==> src/rtl/grid_ad7490_pkg.sv <==
// Shared constants and types for the AD7490 SPI-slave responder.
// Bit positions refer to the 16-bit control word shifted in on DIN.
package grid_ad7490_pkg;

   localparam int unsigned DinWrite  = 15;
   localparam int unsigned DinSeq    = 14;
   localparam int unsigned DinAddMsb = 13;
   localparam int unsigned DinAddLsb = 10;
   localparam int unsigned DinRange  = 5;
   localparam int unsigned DinCoding = 4;

   // ctrl_word holds DIN[15:4], so its bit 0 is DIN bit 4.
   localparam int unsigned CtrlLsb    = 4;
   localparam int unsigned CtrlCoding = DinCoding - CtrlLsb;

   localparam int unsigned FrameLen = 16;

   typedef enum logic [1:0] {
      StIdle,
      StShift,
      StDone
   } resp_state_e;

endpackage

==> src/rtl/grid_sync_edge.sv <==
// Two-flop synchronizer with registered single-cycle rise/fall pulses.
// While reset is held, the edge history tracks the input so release never fakes an edge.
module grid_sync_edge (
   input  logic clk_i,
   input  logic rst_i,
   input  logic d_i,
   output logic q_o,
   output logic rise_o,
   output logic fall_o
);

   logic meta_q;
   logic sync_q;
   logic prev_q;
   logic rise_q;
   logic fall_q;

   always_ff @(posedge clk_i) begin
      meta_q <= d_i;
      sync_q <= meta_q;
      if (rst_i) begin
         prev_q <= meta_q;
         rise_q <= 1'b0;
         fall_q <= 1'b0;
      end else begin
         prev_q <= sync_q;
         rise_q <= sync_q & ~prev_q;
         fall_q <= ~sync_q & prev_q;
      end
   end

   assign q_o    = sync_q;
   assign rise_o = rise_q;
   assign fall_o = fall_q;

endmodule

==> src/rtl/grid_ad7490_responder.sv <==
// AD7490-compatible SPI slave: returns {cur_addr, bank[cur_addr]} each frame and latches DIN.
// Optional GRID_AD7490_RESP_CODING_EN: invert sample bit 11 when ctrl_word CODING = 0.
module grid_ad7490_responder
   import grid_ad7490_pkg::*;
(
   input  logic        csi_MCLK_clk,
   input  logic        rsi_MRST_reset,
   input  logic [3:0]  asi_smp_channel,
   input  logic [15:0] asi_smp_data,
   input  logic        asi_smp_valid,
   output logic        asi_smp_ready,
   input  logic        coe_SCLK,
   input  logic        coe_CSN,
   input  logic        coe_DIN,
   output logic        coe_DOUT,
   output logic [11:0] ctrl_word,
   output logic        frame_done,
   output logic        frame_err,
   output logic [15:0] frame_cnt
);

   localparam logic [4:0] FrameLenCnt = 5'(FrameLen);

   logic sclk_sync, sclk_rise, sclk_fall;
   logic csn_sync, csn_rise, csn_fall;
   logic din_meta_q, din_sync_q;

   grid_sync_edge u_sync_sclk (
      .clk_i  (csi_MCLK_clk),
      .rst_i  (rsi_MRST_reset),
      .d_i    (coe_SCLK),
      .q_o    (sclk_sync),
      .rise_o (sclk_rise),
      .fall_o (sclk_fall)
   );

   grid_sync_edge u_sync_csn (
      .clk_i  (csi_MCLK_clk),
      .rst_i  (rsi_MRST_reset),
      .d_i    (coe_CSN),
      .q_o    (csn_sync),
      .rise_o (csn_rise),
      .fall_o (csn_fall)
   );

   always_ff @(posedge csi_MCLK_clk) begin
      din_meta_q <= coe_DIN;
      din_sync_q <= din_meta_q;
   end

   resp_state_e state_q, state_d;
   logic        load_tx, shift_en, abort;

   logic [11:0] bank_q [16];
   logic [3:0]  cur_addr_q;
   logic [11:0] ctrl_word_q;
   logic [15:0] frame_cnt_q;
   logic [15:0] tx_q;
   logic [15:0] rx_q;
   logic [4:0]  bit_cnt_q;
   logic        dout_q;
   logic        frame_err_q;
   logic [11:0] tx_sample;

   always_ff @(posedge csi_MCLK_clk) begin
      if (rsi_MRST_reset) begin
         state_q <= StIdle;
      end else begin
         state_q <= state_d;
      end
   end

   always_comb begin
      state_d  = state_q;
      load_tx  = 1'b0;
      shift_en = 1'b0;
      abort    = 1'b0;
      unique case (state_q)
         StIdle: begin
            if (csn_fall) begin
               load_tx = 1'b1;
               state_d = StShift;
            end
         end
         StShift: begin
            if (csn_rise) begin
               if (bit_cnt_q >= FrameLenCnt) begin
                  state_d = StDone;
               end else begin
                  abort   = 1'b1;
                  state_d = StIdle;
               end
            end else if (sclk_fall && (bit_cnt_q < FrameLenCnt)) begin
               shift_en = 1'b1;
            end
         end
         StDone: begin
            state_d = StIdle;
         end
         default: begin
            state_d = StIdle;
         end
      endcase
   end

   // Bank read is the registered value, so a same-cycle sink write is seen only next frame.
   always_comb begin
      tx_sample = bank_q[cur_addr_q];
`ifdef GRID_AD7490_RESP_CODING_EN
      if (!ctrl_word_q[CtrlCoding]) begin
         tx_sample[11] = ~tx_sample[11];
      end
`endif
   end

   always_ff @(posedge csi_MCLK_clk) begin
      if (rsi_MRST_reset) begin
         for (int i = 0; i < 16; i++) begin
            bank_q[i] <= '0;
         end
         cur_addr_q  <= '0;
         ctrl_word_q <= '0;
         frame_cnt_q <= '0;
         tx_q        <= '0;
         rx_q        <= '0;
         bit_cnt_q   <= '0;
         dout_q      <= 1'b0;
         frame_err_q <= 1'b0;
      end else begin
         frame_err_q <= abort;

         if (asi_smp_valid) begin
            bank_q[asi_smp_channel] <= asi_smp_data[15:4];
         end

         if (load_tx) begin
            tx_q      <= {cur_addr_q, tx_sample};
            dout_q    <= cur_addr_q[3];
            bit_cnt_q <= '0;
         end else if (shift_en) begin
            rx_q      <= {rx_q[14:0], din_sync_q};
            tx_q      <= {tx_q[14:0], 1'b0};
            bit_cnt_q <= bit_cnt_q + 5'd1;
            dout_q    <= (bit_cnt_q == FrameLenCnt - 5'd1) ? 1'b0 : tx_q[14];
         end

         if (abort) begin
            dout_q <= 1'b0;
         end

         if (state_q == StDone) begin
            dout_q      <= 1'b0;
            frame_cnt_q <= frame_cnt_q + 16'd1;
            if (rx_q[DinWrite]) begin
               cur_addr_q  <= rx_q[DinAddMsb:DinAddLsb];
               ctrl_word_q <= rx_q[15:CtrlLsb];
            end
         end
      end
   end

   // SEQ, PM, SHADOW, WEAKTRI, RANGE only ride along in ctrl_word.
   logic unused_sig;
   assign unused_sig = ^{sclk_sync, sclk_rise, csn_sync, asi_smp_data[3:0], rx_q[3:0]};

   assign asi_smp_ready = ~rsi_MRST_reset;
   assign coe_DOUT      = dout_q;
   assign ctrl_word     = ctrl_word_q;
   assign frame_done    = (state_q == StDone);
   assign frame_err     = frame_err_q;
   assign frame_cnt     = frame_cnt_q;

endmodule

==> config.mk <==
export PLATFORM = sky130hd
export DESIGN_NAME = grid_ad7490_responder
export DESIGN_NICKNAME = d
export VERILOG_FILES = /design/src/rtl/grid_ad7490_pkg.sv /design/src/rtl/grid_sync_edge.sv /design/src/rtl/grid_ad7490_responder.sv
export SDC_FILE = /design/constraint.sdc
export NUM_CORES = 1
export LEC_CHECK = 0
export CORE_MARGIN = 4
export CORE_UTILIZATION = 50
export CTS_BUF_LIST = sky130_fd_sc_hd__clkbuf_8 sky130_fd_sc_hd__clkbuf_16
export DETAILED_ROUTE_END_ITERATION = 8
export PLACE_DENSITY = 0.77
export SLEW_MARGIN = 25
export SYNTH_ARGS = -nofsm -noshare
export SYNTH_HDL_FRONTEND = slang
export SYNTH_SLANG_ARGS = --single-unit
==> constraint.sdc <==
create_clock -name csi_MCLK_clk -period 5.1 [get_ports csi_MCLK_clk]
set_input_delay 0.51 -clock csi_MCLK_clk [delete_from_list [all_inputs] [get_ports csi_MCLK_clk]]
set_output_delay 0.51 -clock csi_MCLK_clk [all_outputs]
set_load 0.05 [all_outputs]
==> results.json <==
{
  "dr.pass1.iters": 6,
  "dp_hpwl_um": 16700,
  "overflow": 0,
  "crit_arrival_ps": 2630,
  "final_common_cell": "and2_1",
  "worstSetupPathType": "register to output port",
  "crit_chain": "and2b_1, clkdlybuf4s50_1",
  "synthArstFlopShare_pct": 0,
  "layout_common_cells": "and2_1, edfxtp_1, dfxtp_1",
  "clock_sinks": 275,
  "first_global_vias": 7165,
  "fmax_mhz": 318.1,
  "dp.cells": 1250,
  "topRoutingLayerUsed": "met4",
  "dp_worst_setup_slack_ps": 1979,
  "worst_pin_slew_ps": 941.9,
  "maxSlewViolCount": 0,
  "diodes": 0,
  "worst_setup_path_end_kind": "output port",
  "initial_core_util_pct": 50.78,
  "routabilityCongestion": 0.7739,
  "chipWidth_um": 162.4,
  "clk_latency_ps": 550,
  "peakVddDrop_v": 0.0001852,
  "critPathBufInv": 1,
  "via_count": 7298,
  "route.met3.wl_um": 1618,
  "cts_root_buffer": "clkbuf_16",
  "ys_ff_latch": 275,
  "port-buffer-count": 53,
  "slowest_stage": "clkdlybuf4s50_1",
  "yosysWarningCount": 0,
  "fillers": 1842,
  "slew_headroom_pct": 36.98,
  "hp-start": "din_meta_q",
  "layout-drive-gt1-share_pct": 11.38,
  "syn_area_sq_um": 11920,
  "grt_start_max_net_pins": 43,
  "core_area_sq_um": 23470,
  "cts-resized-gates": 0,
  "critPathRequiredTime_ps": 4590,
  "power_density_nw_per_um2": 340.8,
  "synth_area_per_cell_sq_um": 12.85,
  "finalSetupViolations": 0,
  "cts_tree": "built",
  "syn_to_final_growth_pct": 14.12,
  "setup_tns_ps": 0,
  "met2_length_um": 12820,
  "cts_max_level": 1,
  "reg2reg_depth": 5,
  "wl_met1_um": 11100,
  "viasPerCell": 5.601,
  "place_area_sq_um": 12710,
  "hold_viol": 0,
  "die_height_um": 162.4,
  "detail-route-antenna-nets": 0,
  "grt_setup_unrepaired": "no",
  "grt_pass1_wl_um": 40680,
  "cts_made_buffers": 29,
  "maxCapViolations": 0,
  "startpoint_type": "register",
  "reg2reg_to": "tx_q[10]",
  "cts_buffer_depth": 3,
  "cp_top_family": "buffers and inverters",
  "drt_iter0_markers": 784,
  "power_leakage_uw": 0.004546,
  "hold_path_class": "register to register",
  "synth_nets": 958,
  "rows": 56,
  "cts_setup_buffers": 0,
  "fin_cells": 1303,
  "avgRoutedWirePerCell_um": 20.12,
  "fin_crit_sh_pct": 61.65,
  "fin_ws_ps": 1956,
  "grt_usage_pct": 19.89,
  "ys_seq_area_share_pct": 62.31,
  "fin_nets": 992,
  "r2r_slack_ps": 2620,
  "synth_cell_types": 47,
  "netlist_instances": 928,
  "period_minus_slack_ps": 3144,
  "ys.flop_type": "edfxtp_1",
  "hold_end": "din_sync_q",
  "hold_depth": 0,
  "hold-worst-slack_ps": 327.3,
  "status": "finished clean",
  "cts.reportedPaths.clkPinSlew_ps": 60,
  "drc": 0,
  "synth_edf_count": 192,
  "antenna_found_initial": 0,
  "totalWireLength_um": 26210,
  "critical_path.max_stage_delay_ps": 860,
  "hold_buffers": 0,
  "fin_area_sq_um": 13600,
  "ios": 58,
  "worstPathMaxFanout": 23,
  "die-area_sq_um": 26380,
  "fin_worst_skew_ps": 21.04
}
[how the worst max path moves through the flow]
stage	start	endpoint	slack [ps]	cells past startpoint
2_1_floorplan	rsi_MRST_reset	bank_q[5][0]	2680	4
3_3_place_gp	rsi_MRST_reset	bank_q[11][4]	2060	6
3_5_place_dp	rsi_MRST_reset	bank_q[11][4]	1980	6
4_1_cts	state_q[1]	frame_done	1950	2
5_1_grt	state_q[1]	frame_done	1830	2
6_report	state_q[1]	frame_done	1960	2
[logic make-up after synthesis]
kind of cell	Yosys count	share of synthesized area [%]
buffers and inverters	76	2.698
muxes	76	10.20
and+or+nand+nor	372	17.41
adders and majority gates	4	0.4199
AOI/OAI and AO/OA	113	6.078
xor gates and xnor gates	12	0.8818
DFF	275	62.31
[worst reg2reg max path: stages (launching register included)]
cell	delay [ps]
dfxtp_4	860
buf_4	440
mux4_2	560
mux2i_1	270
or2_0	150
o211ai_1	80
[registers in the layout, summed over array words and instances (netlist names), named ones only]
register,count
u_sync_csn.q_o,1
u_sync_csn.prev_q,1
bank_q,192
bit_cnt_q,5
u_sync_csn.fall_o,1
u_sync_sclk.meta_q,1
frame_err,1
din_meta_q,1
din_sync_q,1
rx_q,16
u_sync_sclk.fall_o,1
u_sync_csn.rise_o,1
frame_cnt,16
u_sync_sclk.prev_q,1
u_sync_sclk.q_o,1
tx_q,15
ctrl_word,9
cur_addr_q,3
state_q,2
u_sync_csn.meta_q,1
coe_DOUT,1
[synthesized netlist by cell type, drive strengths merged, types with 4 or more instances]
library cell	instances	area [sq um]
or4	4	30.03
dfxtp	83	1662
buf	21	115.1
or2	9	56.31
o211ai	9	67.56
mux4	36	810.8
edfxtp	192	5766
o311a	11	110.1
and2	195	1220
nor3	7	40.04
a22oi	15	112.6
o221ai	6	52.55
mux2	4	45.04
o21ai	16	80.08
nand2	74	277.8
clkbuf	49	183.9
nand3	17	85.08
ha	4	50.05
nor2	31	116.4
nand2b	7	43.79
o31ai	4	30.03
mux2i	36	360.4
and3	4	25.02
or3	4	30.03
inv	6	22.52
nor3b	4	30.03
xor2	9	78.83
a21oi	49	245.2
[routing by layer]
metal	track usage, %	vias up
li1	-	3421
met1	27.09	3597
met2	33.35	231
met3	3.037	49
met4	6.036	0
met5	0	-
[layout make-up]
cell class | count | area [sq um] | share of cell area [%]
clock buffers | 35 | 808.3 | 5.942
clock inverters | 18 | 80.08 | 0.5887
inverters | 6 | 22.52 | 0.1656
multi-input cells | 577 | 4185 | 30.77
flip-flops and latches | 275 | 7432 | 54.64
well taps | 319 | 399.1 | 2.934
repair buffers | 73 | 675.6 | 4.967
[power breakdown]
part / internal, uW / leakage [uW] / switching [uW]
combinational: 69.2 / 0.00156 / 122
clock: 1110 / 0.000481 / 821
sequential: 2480 / 0.00250 / 29.6
total: 3660 / 0.00455 / 972
[per-stage QoR]
stage	utilization [%]	power (uW)
after global placement	54.14	2739
final	57.95	4635
after detailed placement	54.17	2750
after global routing	57.95	4783
after floorplan	-	2654
after CTS	57.95	4665
No activity file was read; power rests on OpenSTA's default activity.
